--- config.mk ---
export PLATFORM = sky130hd
export DESIGN_NAME = fifo_burst_reader
export DESIGN_NICKNAME = d
export VERILOG_FILES = /design/src/rtl/fifo_burst_reader.sv
export SDC_FILE = /design/constraint.sdc
export NUM_CORES = 1
export LEC_CHECK = 0
export BUFFER_PORTS_ARGS = -buffer_cell sky130_fd_sc_hd__buf_4
export CAP_MARGIN = 5
export CORE_ASPECT_RATIO = 0.9
export CORE_MARGIN = 1.5
export CORE_UTILIZATION = 35
export DETAILED_ROUTE_END_ITERATION = 6
export GPL_TIMING_DRIVEN = 0
export SLEW_MARGIN = 20
export SYNTH_ARGS = -nofsm -noshare
export SYNTH_HDL_FRONTEND = slang
export SYNTH_SLANG_ARGS = --single-unit
--- constraint.sdc ---
create_clock -name clk -period 2.4 [get_ports clk]
set_clock_uncertainty 0.2 [all_clocks]
set_input_delay 0.48 -clock clk [delete_from_list [all_inputs] [get_ports clk]]
set_output_delay 0.48 -clock clk [all_outputs]
set_load 0.02 [all_outputs]
--- src/rtl/fifo_burst_reader.sv ---
// ---------------------------------------------------------------------------
// fifo_burst_reader
//
// Consumer end of a single-clock 64x8 FIFO. Waits until the FIFO holds a full
// burst, then drains exactly that many words by strobing fifo_rd_en. Each word
// is captured into a small skid buffer and presented on a valid/ready stream.
// The final word of every burst is tagged with m_last.
//
// Optional build macro: FIFO_RD_TIMEOUT_EN
//   When defined, a partial fill that sits idle for TIMEOUT_CYC cycles is
//   flushed as a short burst. When undefined, len is always BURST_LEN and
//   sub-threshold words wait in the FIFO.
//
// Ports:
//   clk            in   system clock, rising edge
//   rst            in   synchronous reset, active-high
//   fifo_rd_en     out  read strobe to the FIFO
//   fifo_buf_out   in   FIFO read data, valid the cycle after fifo_rd_en
//   fifo_buf_empty in   FIFO empty flag
//   fifo_counter   in   FIFO occupancy
//   m_data         out  downstream data
//   m_valid        out  m_data valid
//   m_ready        in   downstream accept
//   m_last         out  final word of a burst
//   burst_active   out  high from burst start until its last word is accepted
//   burst_count    out  completed bursts, wraps at 2^16
// ---------------------------------------------------------------------------
module fifo_burst_reader #(
  parameter int DATA_W      = 8,
  parameter int CNT_W       = 8,
  parameter int BURST_LEN   = 16,
  parameter int SKID_DEPTH  = 4,
  parameter int TIMEOUT_CYC = 255
) (
  input  logic              clk,
  input  logic              rst,
  output logic              fifo_rd_en,
  input  logic [DATA_W-1:0] fifo_buf_out,
  input  logic              fifo_buf_empty,
  input  logic [CNT_W-1:0]  fifo_counter,
  output logic [DATA_W-1:0] m_data,
  output logic              m_valid,
  input  logic              m_ready,
  output logic              m_last,
  output logic              burst_active,
  output logic [15:0]       burst_count
);

  localparam int PTR_W = $clog2(SKID_DEPTH);
  localparam int OCC_W = PTR_W + 1;
  localparam logic [CNT_W-1:0] BURST_LEN_C = CNT_W'(BURST_LEN);
  localparam logic [OCC_W:0]   DEPTH_C     = (OCC_W + 1)'(SKID_DEPTH);

  typedef enum logic [1:0] {
    S_IDLE  = 2'd0,
    S_BURST = 2'd1,
    S_DRAIN = 2'd2
  } state_t;

  state_t r_state;
  state_t w_state_nxt;

  logic [DATA_W-1:0]     r_mem_data [SKID_DEPTH];
  logic [SKID_DEPTH-1:0] r_mem_last;
  logic [PTR_W-1:0]      r_wr_ptr;
  logic [PTR_W-1:0]      r_rd_ptr;
  logic [OCC_W-1:0]      r_occ;
  logic                  r_inflight;
  logic                  r_inflight_last;
  logic [CNT_W-1:0]      r_len;
  logic [CNT_W-1:0]      r_issued;
  logic [15:0]           r_burst_count;

  logic                  w_start_req;
  logic [CNT_W-1:0]      w_start_len;
  logic                  w_start;
  logic                  w_credit;
  logic                  w_rd_en;
  logic                  w_push;
  logic                  w_pop;
  logic                  w_valid;
  logic                  w_head_last;
  logic                  w_last_accept;

  // -------------------------------------------------------------------------
  // Burst start decision (threshold, optionally idle-timeout flush)
  // -------------------------------------------------------------------------
`ifdef FIFO_RD_TIMEOUT_EN
  localparam int IDLE_W = $clog2(TIMEOUT_CYC + 1);

  logic [IDLE_W-1:0] r_idle_cnt;
  logic              w_idle_win;
  logic              w_full_burst;

  assign w_full_burst = (fifo_counter >= BURST_LEN_C);
  assign w_idle_win   = (r_state == S_IDLE) && (fifo_counter != '0) && !w_full_burst;

  always_ff @(posedge clk) begin
    if (rst) begin
      r_idle_cnt <= '0;
    end else if (w_idle_win) begin
      r_idle_cnt <= r_idle_cnt + IDLE_W'(1);
    end else begin
      r_idle_cnt <= '0;
    end
  end

  // The increment that would reach TIMEOUT_CYC launches the flush instead.
  assign w_start_req = w_full_burst ||
                       (w_idle_win && (r_idle_cnt == IDLE_W'(TIMEOUT_CYC - 1)));
  assign w_start_len = w_full_burst ? BURST_LEN_C : fifo_counter;
`else
  // TIMEOUT_CYC only matters when the flush feature is built.
  logic w_unused_timeout;
  assign w_unused_timeout = (TIMEOUT_CYC == 0);

  assign w_start_req = (fifo_counter >= BURST_LEN_C);
  assign w_start_len = BURST_LEN_C;
`endif

  // -------------------------------------------------------------------------
  // Read issue: credit counts both buffered words and the one in flight
  // -------------------------------------------------------------------------
  assign w_credit = ({1'b0, r_occ} + {{OCC_W{1'b0}}, r_inflight}) < DEPTH_C;
  assign w_rd_en  = (r_state == S_BURST) && !fifo_buf_empty &&
                    (r_issued < r_len) && w_credit;

  assign w_valid       = (r_occ != '0);
  assign w_push        = r_inflight;
  assign w_pop         = w_valid && m_ready;
  assign w_head_last   = r_mem_last[r_rd_ptr];
  assign w_last_accept = w_pop && w_head_last;

  always_comb begin
    w_state_nxt = r_state;
    w_start     = 1'b0;
    unique case (r_state)
      S_IDLE: begin
        if (w_start_req) begin
          w_state_nxt = S_BURST;
          w_start     = 1'b1;
        end
      end
      S_BURST: begin
        if (r_issued == r_len) begin
          w_state_nxt = S_DRAIN;
        end
      end
      S_DRAIN: begin
        if (w_last_accept) begin
          w_state_nxt = S_IDLE;
        end
      end
      default: w_state_nxt = S_IDLE;
    endcase
  end

  always_ff @(posedge clk) begin
    if (rst) begin
      r_state         <= S_IDLE;
      r_len           <= '0;
      r_issued        <= '0;
      r_inflight      <= 1'b0;
      r_inflight_last <= 1'b0;
      r_burst_count   <= '0;
    end else begin
      r_state <= w_state_nxt;
      if (w_start) begin
        r_len    <= w_start_len;
        r_issued <= '0;
      end else if (w_rd_en) begin
        r_issued <= r_issued + CNT_W'(1);
      end
      // A word read mid-reset is dropped simply by clearing the in-flight flag.
      r_inflight      <= w_rd_en;
      r_inflight_last <= w_rd_en && (r_issued == r_len - CNT_W'(1));
      if (w_last_accept) begin
        r_burst_count <= r_burst_count + 16'd1;
      end
    end
  end

  // -------------------------------------------------------------------------
  // Capture: FIFO data lands in the skid buffer one cycle after the strobe
  // -------------------------------------------------------------------------
  always_ff @(posedge clk) begin
    if (rst) begin
      r_wr_ptr <= '0;
      r_rd_ptr <= '0;
      r_occ    <= '0;
    end else begin
      if (w_push) begin
        r_wr_ptr <= r_wr_ptr + PTR_W'(1);
      end
      if (w_pop) begin
        r_rd_ptr <= r_rd_ptr + PTR_W'(1);
      end
      unique case ({w_push, w_pop})
        2'b10:   r_occ <= r_occ + OCC_W'(1);
        2'b01:   r_occ <= r_occ - OCC_W'(1);
        default: r_occ <= r_occ;
      endcase
    end
  end

  always_ff @(posedge clk) begin
    if (w_push) begin
      r_mem_data[r_wr_ptr] <= fifo_buf_out;
      r_mem_last[r_wr_ptr] <= r_inflight_last;
    end
  end

  // -------------------------------------------------------------------------
  // Output stream: head of the skid buffer, forced to zero while empty
  // -------------------------------------------------------------------------
  assign fifo_rd_en   = w_rd_en;
  assign m_valid      = w_valid;
  assign m_data       = w_valid ? r_mem_data[r_rd_ptr] : '0;
  assign m_last       = w_valid && w_head_last;
  assign burst_active = (r_state != S_IDLE);
  assign burst_count  = r_burst_count;

endmodule

# After elaboration in Yosys (flattened, before gate mapping)
# Memory sizes are Yosys's and may differ from the RTL's. A register that Yosys moved wholly into a read port is not among the register bits.
# Cells that the tools add are included.
[word_totals] ff_bits=40 ramBits=32 output_inout_bits=28 wordCells=66 mem_count=1
[mem_list] name="r_mem_data" depth=4 width=8 rd=1 rd_ports_with_merged_regs=1 wr=1 line="63" source="logic [DATA_W-1:0] r_mem_data [SKID_DEPTH];"
[op_classes] n_addsub=8 order_cmp=6 n_eq_ne=9 mux=17 n_reduce_logical=15
[ops] op="$add A16 B1 Y16 const B" count=1
[ops] op="$mux W2" count=5
[ops] op="$add A8 B1 Y8 const B" count=1
[ops] op="$eq A8 B5 Y1" count=1
[ops] op="$eq A8 B8 Y1" count=1
[ops] op="$ge A8 B5 Y1 const B" count=1
[ops] op="$logic_and A1 B1 Y1" count=8
[ops] op="$lt A8 B5 Y1" count=1
[ops] op="$mux W8" count=1
[ops] op="$lt A2 B3 Y1 const B" count=2
[ops] op="$mux W1" count=6
[ops] op="$pmux W2 S3" count=1
[ops] op="$pmux W3 S2" count=1
[ops] op="$sub A5 B1 Y6 const B" count=1
[ops] op="$add A2 B1 Y2 const B" count=2
[ops] op="$add A3 B1 Y4" count=1
[ops] op="$bwmux W4" count=1
[ops] op="$eq A2 B1 Y1 const B" count=2
[ops] op="$eq A2 B2 Y1 const B" count=2
[ops] op="$lt A4 B3 Y1 const B" count=1
[ops] op="$ne A2 B2 Y1 const B" count=2
[ops] op="$reduce_bool A2 Y1" count=2
[ops] op="$add A3 B1 Y3 const B" count=1
[ops] op="$reduce_and A3 Y1" count=1
[ops] op="9 further kinds" count=9

# Longest topological paths before layout
# Gate-level depths: netlist of run 1.
[depth] ltp_word=5 depth_mapped=8 depth_no_buf=7

# Worst setup path before layout of run 1
# OpenSTA, ideal clock, no wires.
[synth_timing] kind="in2reg" startpoint="input m_ready" endpoint="register r_occ[2]" setup_time_ns=0.070 arrival_ns=2.165 required_ns=2.130 path_slack_ns=-0.035 cell_stages=8 path_buffers=1 cell_sequence="o31a_2 > buf_1 > ha_1 > inv_1 > fa_1 > xor2_1 > or3_1 > a21oi_1"
[synth_between] elab_chain_len=3 word_cells_on_any_way=5 cone_classes="eq/ne: 2; mux: 1; reduce/logical: 2"
[synth_lines] element="start, declared" line="43" source="input logic m_ready,"
[synth_lines] element="$logic_and A1 B1 Y1 (*)" line="130" source="assign w_pop = w_valid && m_ready;"
[synth_lines] element="via w_pop" line="80" source="logic w_pop;"
[synth_lines] element="$eq A2 B1 Y1 or $eq A2 B2 Y1 (tied branches)" line="198" source="unique case ({w_push, w_pop})"
[synth_lines] element="$pmux W3 S2 or $reduce_bool A2 Y1 (tied branches)"
[synth_lines] element="end signal, assigned" line="199" source="2'b10: r_occ <= r_occ + OCC_W'(1);"
[synth_lines] element="end signal, assigned" line="200" source="2'b01: r_occ <= r_occ - OCC_W'(1);"
[synth_lines] element="end signal, assigned" line="201" source="default: r_occ <= r_occ;"
[synth_lines] element="end, declared" line="67" source="logic [OCC_W-1:0] r_occ;"
# The timed path passes the listed nets; every way through them passes the cells marked *.
# A chain may end at the register's enable or synchronous reset.

# Worst setup path in the final report of run 1
[layout_timing] startpoint="register r_rd_ptr[0]" endpoint="output m_last"
[layout_between] elab_chain_len=3
[layout_lines] element="start, declared" line="66" source="logic [PTR_W-1:0] r_rd_ptr;"
[layout_lines] element="start signal, assigned" line="196" source="r_rd_ptr <= r_rd_ptr + PTR_W'(1);"
[layout_lines] element="$bmux W1 S2" line="131" source="assign w_head_last = r_mem_last[r_rd_ptr];"
[layout_lines] element="$mux W1 (not written as such)" line="131"
[layout_lines] element="$logic_and A1 B1 Y1" line="219" source="assign m_last = w_valid && w_head_last;"
[layout_lines] element="end, declared" line="44" source="output logic m_last,"
# No other way between the ends. The select of a mux whose other input is x is not followed.

==> reports/metrics.sh, run 1 <==
CTS_TREE='built'
PORT-BUFFER-COUNT=43
POST_SYNTH_NUM_CELL_TYPES=37
GRT_ANTENNA_BEFORE_REPAIR=0
HOLDBUFCOUNTCTS=0
POSTSYNTHREGISTERBITS=74
CTS_INSERTED_BUFFERS=9
BOUNDARYPINS=48
ROUTE.FINAL.WIRE_LENGTH_UM=5700
ROUTED-VIA-COUNT=2089
N_ANTENNA_CELL=0
POSTLAYOUTCELLAREA_MM2=0.00387
SLOWEST_STAGE='mux4_2'
PEAKVDDDROP_mV=0.273
SYN-INSTANCE-COUNT=255
SEQ_AREA_FRAC_SYNTH_PCT=59.2
DESIGN_POWER_TOTAL_mW=2.63
FINAL-HOLD-VIOLATION-COUNT=0
POST_SYNTH_INSTANCE_AREA_MM2=0.00311
ASYNC_FLOP_SHARE_PCT=0
MAPPEDNETLISTNETS=285
CLOCK_TREE.ROOT_CELL='clkbuf_8'
STATUS='finished, final reports clean'
DPL_CELL_AREA_MM2=0.00359
RELSLEWSLACK_PCT=64.9
AREA_GROWTH_SYN_TO_LAYOUT_PCT=24.5
NUMPLACEDINSTANCES=417
CRIT_PATH_CELL_TRACE='mux4_2 > buf_6 > nor2b_1 > buf_4'
FMAXACHIEVABLE_GHz=0.428
DRTPASS1ITERATIONS=5
TIGHTEST_PIN_TRANSITION_NS=0.524
CRITPATHMAXFANOUT=4
ROUTE.ANTENNA.REMAINING_NETS=0
VIASPERCELL=4.78
FIRST_GLOBAL_VIAS=1969
GROUTE.USAGE.OVERALL_PCT=13.0
MAXCAP_VIOLATIONS=0
DRT-WIRELENGTH-PER-CELL_UM=13.0
WORST_R2R_PATH_DEPTH=8
CLK_LATENCY_NS=0.33
GRT_REMAINING_OVERFLOW=0
PATH_CLASS='reg2out'
SYNTH_TOP_CELL_AREA_SHARE_PCT=34.8
CORE-AREA_MM2=0.00861
FINAL.PERIOD_UTILIZATION_PCT=97.3
FINALSETUPVIOLCOUNT=0
DIEAREA_MM2=0.00946
SYNTH_TOP_FLOP_CELL='dfxtp_1'
FINAL_LAYOUT_SIZE_SUFFIX_GT1_SHARE_PCT=27.4
CRITICAL_PATH_AT_NS=1.66
LAYOUT.CELLS.NON_FILLER=437
GP_ROUTABILITY_CONGESTION=0.780
SLOWEST_DELAY_NS=0.52
SYNTH.TOP_CELLS.BY_AREA='edfxtp_1 (35%), dfxtp_1 (24%), mux4_2 (6.5%)'
NNETSFINAL=343
HOLD_DEPTH=1
AVGSYNTHCELLAREA_UM2=12.2
CTS-ROOT-TO-SINK-BUFFERS=2
POWER.STATIC_LEAKAGE_nW=1.39
SYNTH.YOSYS.WARNINGS=0
HTREE_LEVELS=3
SYNTH_TOP_CELLS_BY_COUNT='dfxtp_1 (38), edfxtp_1 (36), nor2_1 (23), a21oi_1 (17), inv_1 (15)'
LARGEST_NET_DEGREE_AT_THE_START_OF_GLOBAL_ROUTING=14
PLACEMENT_ROWS=32
SETUP-TNS-FINAL_NS=0
END_KIND='primary output'
RSZ0062_AT_GRT='yes'
CRIT_REQUIRED_NS=1.72
DP_HPWL_UM=3870
CTS_NUM_SINKS=74
INITIAL_UTILIZATION_PCT=36.1
DIE-WIDTH_UM=102
FIN_CRIT_NS=2.34
WORSTHOLDPATHTYPE='in2reg'
FINALMAXSLEWVIOLATIONS=0
GRT_FIRST_PASS_WIRELENGTH_UM=9420
NUMBER_OF_SYNTHESIZED_FLOPS_WITH_AN_ENABLE_PIN=36
PWR_DENSITY_CELL_mW_PER_MM2=680
FIRST_ITER_VIOLATIONS=48
CTS.CLK_SLEW.WORST_PATHS_NS=0.08
CRITICAL_PATH.STARTPOINT_TYPE='flip-flop'
DIE_OUTLINE_HEIGHT_UM=92.4
CORE_UTILIZATION_OF_THE_FINISHED_LAYOUT_PCT=45.0
SYNTH_LARGEST_AREA_CELL='edfxtp_1'
DRC_MARKERS=0
YOSYS.CELL_COUNT.TOP_TYPE='dfxtp_1'
==> cells by family after synthesis <==
logic type	count (synthesis)	share of synthesized area (%)
xor+xnor	14	3.94
flops	74	59.2
simple gates	91	16.3
compound gates	31	5.84
mux	11	7.16
buf+inv	24	3.22
fa+ha+maj	10	4.27
==> flip-flops by register name (all words and copies together), names as in the netlist, named ones only <==
register	count
r_mem_data	32
burst_count	16
r_issued	8
r_mem_last	4
r_occ	3
r_rd_ptr	2
r_state	2
r_wr_ptr	2
r_inflight	1
r_inflight_last	1
r_len	1
==> area by class of cell <==
| class | count | area [um2] |
|---|---|---|
| plain buffers | 8 | 50.0 |
| clock buffers | 9 | 124 |
| multi-input cells | 157 | 1190 |
| flip-flops and latches | 74 | 1850 |
| clock inverters | 7 | 93.8 |
| repair buffers | 48 | 360 |
| fillers | 787 | 4740 |
| well taps | 119 | 149 |
| inverters | 15 | 56.3 |
==> worst max-delay path: cells and delay by family, from the launching register on <==
family                 cells  cell delay, ns
muxes                      1            0.52
DFF                        1            0.36
buffers and inverters      2            0.32
and+or+nand+nor            1            0.12
==> power breakdown <==
| part | internal, mW | switching (mW) | total [mW] |
|---|---|---|---|
| sequential | 1.34 | 0.0197 | 1.36 |
| combinational | 0.110 | 0.122 | 0.232 |
| clock | 0.583 | 0.456 | 1.04 |
==> routing by layer <==
| layer | global-route usage, % | routed length (um) | vias up |
|---|---|---|---|
| met2 | 20.1 | 2710 | 35 |
| met3 | 2.26 | 137 | 9 |
| met1 | 17.6 | 2760 | 1006 |
| li1 | - | - | 1039 |
| met5 | 0 | 0 | - |
| met4 | 5.82 | 89 | 0 |
==> cells in the final DEF (no fill, tap or decap), drive strengths merged, types with 4 or more instances in the layout <==
cell type  Yosys  final
a21oi         17     17
nand2         10     10
nor2          23     23
dfxtp         38     38
xor2          11     11
edfxtp        36     36
nand3         10     10
mux4           9      9
or3            5      5
and2           7      7
buf            5     53
nor2b          9      9
o31ai          5      5
clkbuf         4     12
nand4          7      7
inv           15     15
o21ai          5      5
ha             9      9
or4            6      6
clkinv         0      4
==> what timing repair did <==
action,4_1_cts,5_1_grt
gates resized for setup,7,5
setup endpoints to repair,12,6
endpoints found under the hold margin,0,0
setup buffers,2,3
pin swaps,1,0
==> metrics by stage <==
step	setup WS, ns	hold slack, ns
after floorplan	0.107	0.238
after global placement	-0.176	0.264
after detailed placement	-0.150	0.272
after CTS	0.00682	0.135
after global routing	-0.00783	0.132
final	0.0647	0.145
==> worst paths after layout <==
kind | start | to | slack [ns]
max | r_rd_ptr[0] | m_last | 0.06
min reg2reg | burst_count[15] | burst_count[15] | 0.28
min | fifo_buf_out[5] | r_mem_data[2][5] | 0.14
max reg2reg | r_occ[1] | r_occ[2] | 0.14
(Power assumes the default switching activity.)
==> run 2: changes to the inputs <==
--- a/config.mk
+++ b/config.mk
@@ -5,12 +5,13 @@
 export SDC_FILE = /design/constraint.sdc
 export NUM_CORES = 1
 export LEC_CHECK = 0
-export BUFFER_PORTS_ARGS = -buffer_cell sky130_fd_sc_hd__buf_4
 export CAP_MARGIN = 5
 export CORE_ASPECT_RATIO = 0.9
 export CORE_MARGIN = 1.5
 export CORE_UTILIZATION = 35
+export CTS_CLUSTER_SIZE = 12
 export DETAILED_ROUTE_END_ITERATION = 6
+export DONT_BUFFER_PORTS = 1
 export GPL_TIMING_DRIVEN = 0
 export SLEW_MARGIN = 20
 export SYNTH_ARGS = -nofsm -noshare
==> reports/metrics.sh, run 2 (synthesized netlist as in run 1, its figures left out) <==
MOST_COMMON_LIBRARY_CELL_IN_THE_LAYOUT_IGNORING_FILL_AND_TAPS='edfxtp_1'
PATH_CLASS='reg2out'
MET2_LENGTH_UM=2640
HIGHEST_LAYER='met4'
DESIGN_POWER_TOTAL_mW=2.55
FINALSETUPVIOLCOUNT=0
DRT-WIRELENGTH-PER-CELL_UM=14.3
MAXCAP_VIOLATIONS=0
ROUTE.ANTENNA.REMAINING_NETS=0
LARGEST_NET_DEGREE_AT_THE_START_OF_GLOBAL_ROUTING=13
GRT_ANTENNA_BEFORE_REPAIR=0
CTS-ROOT-TO-SINK-BUFFERS=2
DRC_MARKERS=0
DIE_OUTLINE_HEIGHT_UM=92.4
BOUNDARYPINS=48
CRITPATHMAXFANOUT=6
PORT-BUFFER-COUNT=0
GRT_FIRST_PASS_WIRELENGTH_UM=8980
MULTIINPUTGATEAREA_MM2=0.00118
MET3WIRELENGTH_UM=282
FINALMAXSLEWVIOLATIONS=0
MOST_USED_CELLS_IN_THE_LAYOUT_EXCLUDING_FILL_AND_TAP_CELLS='edfxtp_1 (36), dfxtp_1 (34), nor2_1 (23)'
HTREE_LEVELS=3
PEAKVDDDROP_mV=0.330
AREA_GROWTH_SYN_TO_LAYOUT_PCT=12.9
TIGHTEST_PIN_TRANSITION_NS=0.514
PLACEMENT_ROWS=32
NUMPLACEDINSTANCES=375
ROUTED-VIA-COUNT=1923
CTS.CLK_SLEW.WORST_PATHS_NS=0.07
PWR_DENSITY_CELL_mW_PER_MM2=727
ROUTE.FINAL.WIRE_LENGTH_UM=5590
FINAL_LAYOUT_SIZE_SUFFIX_GT1_SHARE_PCT=14.7
RELSLEWSLACK_PCT=65.7
FIN_CRIT_NS=2.29
END_KIND='primary output'
CTS_TREE='built'
CLK_LATENCY_NS=0.34
SEQ_AREA_MM2=0.00185
GP_ROUTABILITY_CONGESTION=0.721
CRIT_REQUIRED_NS=1.72
CRITICAL_PATH_AT_NS=1.61
CTS_NUM_SINKS=74
FINAL-HOLD-VIOLATION-COUNT=0
WL_MET1_UM=2550
GROUTE.USAGE.OVERALL_PCT=12.5
SETUP-TNS-FINAL_NS=0
DIE-WIDTH_UM=102
FINAL.PERIOD_UTILIZATION_PCT=95.6
CTS_INSERTED_BUFFERS=9
RSZ0062_AT_GRT='no'
VIASPERCELL=4.91
LAYOUT.CELLS.NON_FILLER=392
CLOCK_TREE.ROOT_CELL='clkbuf_8'
INITIAL_UTILIZATION_PCT=36.1
DRTPASS1ITERATIONS=4
STATUS='finished, final reports clean'
N_FILL_CELL=802
CORE-AREA_MM2=0.00861
FMAXACHIEVABLE_GHz=0.436
FLIP_FLOP_COUNT_OF_THE_LARGEST_REGISTER_ALL_COPIES_AND_WORDS_ADDED=32
N_ANTENNA_CELL=0
GRT_REMAINING_OVERFLOW=0
DP_HPWL_UM=3840
DIEAREA_MM2=0.00946
FIRST_ITER_VIOLATIONS=82
CRITICAL_PATH.STARTPOINT_TYPE='flip-flop'
TOP_REGISTER='r_mem_data'
POWER.STATIC_LEAKAGE_nW=1.15
WORSTHOLDPATHTYPE='in2reg'
FIRST_GLOBAL_VIAS=1859
HOLDBUFCOUNTCTS=0
NNETSFINAL=298
run 2: layout make-up:
class	instances	share of cell area [%]
Clock inverter	5	2.25
Timing Repair Buffer	3	0.641
Sequential cell	74	52.6
Tap cell	119	4.24
Buffer	8	1.32
Inverter	15	1.60
Clock buffer	11	3.74
Multi-Input combinational cell	157	33.6
run 2: path summary, 6_finish.rpt:
check | startpoint | to | slack (ns) | cells after the start
worst max-delay path | r_len[4] | fifo_rd_en | 0.11 | 4
worst min-delay path | fifo_buf_out[6] | r_mem_data[3][6] | 0.04 | 0
worst min register to register | r_issued[4] | r_issued[4] | 0.28 | 2
worst max register to register | r_occ[0] | r_occ[2] | 0.12 | 8
run 2: per-stage QoR:
step                      hold WS (ns)  worst slack [ns]  util (%)  cell area [um2]
after CTS                       0.0241           0.00499      40.4             3480
after global placement           0.263            -0.248      37.9             3260
after global routing            0.0166          0.000534      40.8             3510
final                           0.0371             0.106      40.8             3510
after floorplan                  0.238             0.107         -             3110
after detailed placement         0.273           -0.0624      38.0             3270
run 2: critical path, stage by stage, from the launching register on:
cell     delay (ns)
dfxtp_1        0.39
ha_1           0.16
nor4b_1        0.21
nand4_1        0.28
inv_2          0.24
run 2: per-layer routing:
metal | track usage (%) | vias up
li1 | - | 948
met1 | 15.6 | 935
met2 | 19.6 | 31
met3 | 3.47 | 9
met4 | 6.51 | 0
met5 | 0 | -
run 2: what timing repair did:
item,in CTS,in global routing
gates resized for setup,2,6
setup buffers,0,2
endpoints found under the hold margin,0,0
pin swaps,0,1
setup endpoints to repair,8,11
run 2: power breakdown:
part,switching (mW),internal (mW)
Clock,0.436,0.585
Sequential,0.0208,1.34
Combinational,0.106,0.0652
